### src/rtl/dma_ctrl.sv
// Byte DMA engine: copies len bytes src->dst as READ/WRITE pairs (2*len+1 cycles to done); optional DMA_FILL_EN
// adds a pattern-fill mode (len+1 cycles). No backpressure: the ram is assumed to respond every cycle.
`ifndef AddrBus
`define AddrBus [7:0]
`endif
`ifndef DataBus
`define DataBus [7:0]
`endif
`ifndef ENABLE_
`define ENABLE_ 1'b0
`endif
`ifndef DISABLE_
`define DISABLE_ 1'b1
`endif

module dma_ctrl (
    input  logic          clk,
    input  logic          reset_,
    input  logic          start,
    input  logic `AddrBus src,
    input  logic `AddrBus dst,
    input  logic `AddrBus len,
    input  logic          fill,
    input  logic `DataBus pattern,
    output logic          busy,
    output logic          done,
    output logic `AddrBus addr,
    output logic `DataBus d_out,
    input  logic `DataBus d_in,
    output logic          rd_,
    output logic          wr_
);

    typedef enum logic [1:0] {
        S_IDLE  = 2'd0,
        S_READ  = 2'd1,
        S_WRITE = 2'd2,
        S_DONE  = 2'd3
    } state_t;

    state_t        r_state;
    state_t        w_next;
    logic `AddrBus r_src;
    logic `AddrBus r_dst;
    logic `AddrBus r_count;
    logic `AddrBus r_i;
    logic `DataBus r_buf;
    logic          w_fill_sel;
    logic          w_fill_mode;
    logic `DataBus w_wdat;

`ifdef DMA_FILL_EN
    logic          r_fill;
    logic `DataBus r_pattern;

    assign w_fill_sel  = fill;
    assign w_fill_mode = r_fill;
    assign w_wdat      = r_fill ? r_pattern : r_buf;

    always_ff @(posedge clk or negedge reset_) begin
        if (!reset_) begin
            r_fill    <= 1'b0;
            r_pattern <= '0;
        end else if (r_state == S_IDLE && start && len != '0) begin
            r_fill    <= fill;
            r_pattern <= pattern;
        end
    end
`else
    // Fill mode compiled out: fill/pattern are deliberately ignored.
    logic w_unused_fill;
    assign w_unused_fill = ^{fill, pattern};
    assign w_fill_sel    = 1'b0;
    assign w_fill_mode   = 1'b0;
    assign w_wdat        = r_buf;
`endif

    always_ff @(posedge clk or negedge reset_) begin
        if (!reset_) begin
            r_state <= S_IDLE;
        end else begin
            r_state <= w_next;
        end
    end

    always_comb begin
        w_next = r_state;
        busy   = 1'b0;
        done   = 1'b0;
        addr   = '0;
        d_out  = '0;
        rd_    = `DISABLE_;
        wr_    = `DISABLE_;
        case (r_state)
            S_IDLE: begin
                if (start) begin
                    if (len == '0) begin
                        w_next = S_DONE;
                    end else begin
                        w_next = w_fill_sel ? S_WRITE : S_READ;
                    end
                end
            end
            S_READ: begin
                busy   = 1'b1;
                rd_    = `ENABLE_;
                addr   = r_src + r_i;
                w_next = S_WRITE;
            end
            S_WRITE: begin
                busy  = 1'b1;
                wr_   = `ENABLE_;
                addr  = r_dst + r_i;
                d_out = w_wdat;
                if (r_count == 8'd1) begin
                    w_next = S_DONE;
                end else begin
                    w_next = w_fill_mode ? S_WRITE : S_READ;
                end
            end
            S_DONE: begin
                done   = 1'b1;
                w_next = S_IDLE;
            end
            default: w_next = S_IDLE;
        endcase
    end

    // Operands are only loaded in IDLE, so a start pulse mid-transfer cannot disturb them.
    always_ff @(posedge clk or negedge reset_) begin
        if (!reset_) begin
            r_src   <= '0;
            r_dst   <= '0;
            r_count <= '0;
            r_i     <= '0;
            r_buf   <= '0;
        end else begin
            case (r_state)
                S_IDLE: begin
                    if (start && len != '0) begin
                        r_src   <= src;
                        r_dst   <= dst;
                        r_count <= len;
                        r_i     <= '0;
                    end
                end
                S_READ: begin
                    r_buf <= d_in;
                end
                S_WRITE: begin
                    r_count <= r_count - 8'd1;
                    r_i     <= r_i + 8'd1;
                end
                default: begin
                end
            endcase
        end
    end

endmodule

### config.mk
export PLATFORM = sky130hd
export DESIGN_NAME = dma_ctrl
export DESIGN_NICKNAME = d
export VERILOG_FILES = /design/src/rtl/dma_ctrl.sv
export SDC_FILE = /design/constraint.sdc
export NUM_CORES = 1
export LEC_CHECK = 0
export CAP_MARGIN = 10
export CORE_MARGIN = 2
export CORE_UTILIZATION = 45
export DETAILED_ROUTE_END_ITERATION = 6
export PLACE_DENSITY = 0.74
export SKIP_LAST_GASP = 1
export SLEW_MARGIN = 20
export SYNTH_ARGS = -nofsm -noshare
export SYNTH_HDL_FRONTEND = slang
export SYNTH_SLANG_ARGS = --single-unit
### constraint.sdc
create_clock -name clk -period 8.62 [get_ports clk]
set_input_delay 1.724 -clock clk [delete_from_list [all_inputs] [get_ports clk]]
set_output_delay 1.724 -clock clk [all_outputs]
set_load 0.05 [all_outputs]
==> metrics.txt <==
Distinct cells, synth 51; Clock Skew 0.00774 ns; vias per cell 5.58; Post-synth top flop dfrtp_1; synth warn 0; syn nets 313; post-synthesis sequential area ratio 39.9%; critical path arrival 3.91 ns; Worst-path clk slew 0.07 ns; core area 0.00557 mm^2; unrepaired setup endpoints after global routing false; Hold WC Path Type reg2reg; Yosys reg bits 42; top cell type by total area after synthesis dfrtp_1; Rel. slew slack 37.3%; top cell type's share of synthesized area 39.9%; Iteration-0 DRC Markers 163; Switching Fraction 23.0%; Buffers on Ports 54; num rows 27; Ant. Diodes 0; Final period util 65.4%; Syn Area/Cell 10.4 um^2; total track usage 19.6%; largest net degree at the start of global routing 43; number of clock sinks 42; DRT Pass-1 Iters 4; full die area 0.00649 mm^2; vias in the first global route 2185; grt ovf 0; vias 2113; kind of critical path reg2out; setup TNS 0 ns; Place WS 3.31 ns; CP Launch Type flop; Final min period 5.63 ns; fin area 0.00329 mm^2; # IOs 64; max-slew violations 0; cell internal pwr 0.000283 W; initial antenna violation count 0; EDFF count, synth 0; Max Cap Viol 0; nets@finish 365; layout cells sized above 1 16.6%; WL/cell 15.3 um; Die X-Extent 80.5 um; PostCTS Resize Cnt 0; fillers 493; Clock power frac 36.1%; H-tree Lvls 2; Root Buffer clkbuf_8; final worst slack 2.99 ns; CTS Buf Count 5; clk_lat worst skew 0.29 ns; VDD IR max 0.0765 mV; Hold Buf Count CTS 0; CTS max path bufs 2; gp weighted congestion 0.800; Finish-stage setup viols 0; wirelength, routed 5820 um; critical-path maximum fanout 32; crit end category output pin; DRC Markers 0; Hold Slack 0.503 ns; CP Data Required Time 6.90 ns; Peak Freq 177 MHz; sequential power share 54.4%; first-pass GRT wire length 9960 um; Logic pwr share 9.5%; pwr dens 111 mW/mm^2; LEAKAGE 1.43 nW; cells after synthesis 254; Post-DP Area 0.00320 mm^2; total chip power 0.000367 W; status finished clean; Initial Util 47.3%; Post-synth ARST share 100%; P&R area growth vs syn 24.9%; Cell Area, Synth 0.00264 mm^2; synth top area cells dfrtp_1 40%, mux2_2 15%, ha_1 6.6%; postcts setup bufs 0; Final Hold Vio Count 0; DP HPWL 4110 um; CTS tree yes; Routed Antenna Nets 0; net load switching power 0.0000843 W; Worst-Margin Slew 0.940 ns; chip height 80.5 um
## synth_stat cells, drive strengths merged (5+ instances only)
| cell type | count |
|---|---|
| a21oi | 13 |
| and2 | 11 |
| clkbuf | 6 |
| dfrtp | 42 |
| ha | 14 |
| inv | 14 |
| mux2 | 34 |
| nand2 | 15 |
| nand3 | 7 |
| nor2 | 5 |
| nor3 | 6 |
| o211ai | 7 |
| o21ai | 16 |
| o22ai | 5 |
## cells in the final DEF, fill, tap and decap left out, types with 3 or more instances in the layout
| cell type | synthesis | layout |
|---|---|---|
| nand2_1 | 15 | 15 |
| mux2i_1 | 4 | 4 |
| nor2b_1 | 4 | 4 |
| nor2_1 | 4 | 4 |
| nor3_1 | 6 | 6 |
| o211ai_1 | 6 | 6 |
| a21oi_1 | 13 | 13 |
| nand3_1 | 7 | 7 |
| clkbuf_8 | 0 | 6 |
| clkdlybuf4s50_1 | 0 | 53 |
| o21ai_0 | 14 | 14 |
| o22ai_1 | 5 | 5 |
| a31oi_1 | 3 | 3 |
| xnor2_1 | 3 | 3 |
| ha_1 | 14 | 14 |
| mux2_2 | 34 | 34 |
| and2_1 | 11 | 11 |
| dfrtp_1 | 42 | 42 |
| inv_1 | 14 | 14 |
## per-layer routing
layer | GRT usage, % | vias up | share of wire, %
li1 | - | 1034 | -
met1 | 25.9 | 1034 | 47
met2 | 32.8 | 41 | 48
met3 | 3.37 | 4 | 3.2
met4 | 5.93 | 0 | 0.95
met5 | 0 | - | 0
## final timing paths
path	start	endpoint	slack, ns	cells past startpoint
min	r_buf[7]	r_buf[7]	0.50	1
max in group asynchronous	reset_	r_count[0]	6.47	1
max reg2reg	r_state[0]	r_i[3]	6.21	6
max	r_state[0]	addr[6]	2.99	13
min in group asynchronous	reset_	r_buf[4]	1.57	1
min reg2reg	r_buf[7]	r_buf[7]	0.50	1
## area by class of cell
cell class                 instances  area [um^2]  area share [%]
inverter                          16         60.1            1.82
clock buffer                       7         86.3            2.62
clock inverter                     1         5.00           0.152
timing repair buffer              55          543            16.5
sequential                        42         1050            31.9
tap                               72         90.1            2.74
multi-input combinational        186         1460            44.3
## state kept, by name, summed over array words and instances, names as in the netlist
name,count
r_buf,8
r_src,8
r_count,8
r_i,8
r_dst,8
r_state,2
## power groups by stage
stage               clock network, W  registers (W)   logic, W
finish                      0.000132       0.000200  0.0000349
global route                0.000143       0.000200  0.0000374
CTS                         0.000136       0.000200  0.0000357
detailed placement                 0       0.000203  0.0000356
global placement                   0       0.000203  0.0000353
floorplan                          0       0.000203  0.0000112
## metrics by stage
stage / util, % / instances
after floorplan: - / 254
after global placement: 57.4 / 371
after detailed placement: 57.4 / 371
after CTS: 59.1 / 379
after global routing: 59.1 / 379
final: 59.1 / 379
## critical path, cell delays in order, from the launching register on
cell	delay [ns]
dfrtp_1	0.40
inv_1	0.11
ha_1	0.39
buf_4	0.40
mux2_2	0.23
ha_1	0.16
inv_1	0.06
fa_1	0.38
nor2b_1	0.14
o21ai_0	0.12
a21oi_1	0.25
mux2i_1	0.21
nand3_1	0.08
clkdlybuf4s50_1	0.70
## cells by family after synthesis
kind of cell / Yosys count / share of synthesized area, %
DFF: 42 / 39.9
AOI/OAI and AO/OA: 61 / 15.7
adders and majority gates: 15 / 7.40
buffers and inverters: 26 / 4.84
and+or+nand+nor: 69 / 15.1
muxes: 38 / 16.0
xor gates and xnor gates: 3 / 0.997
Power figures use the tool's default switching activity.
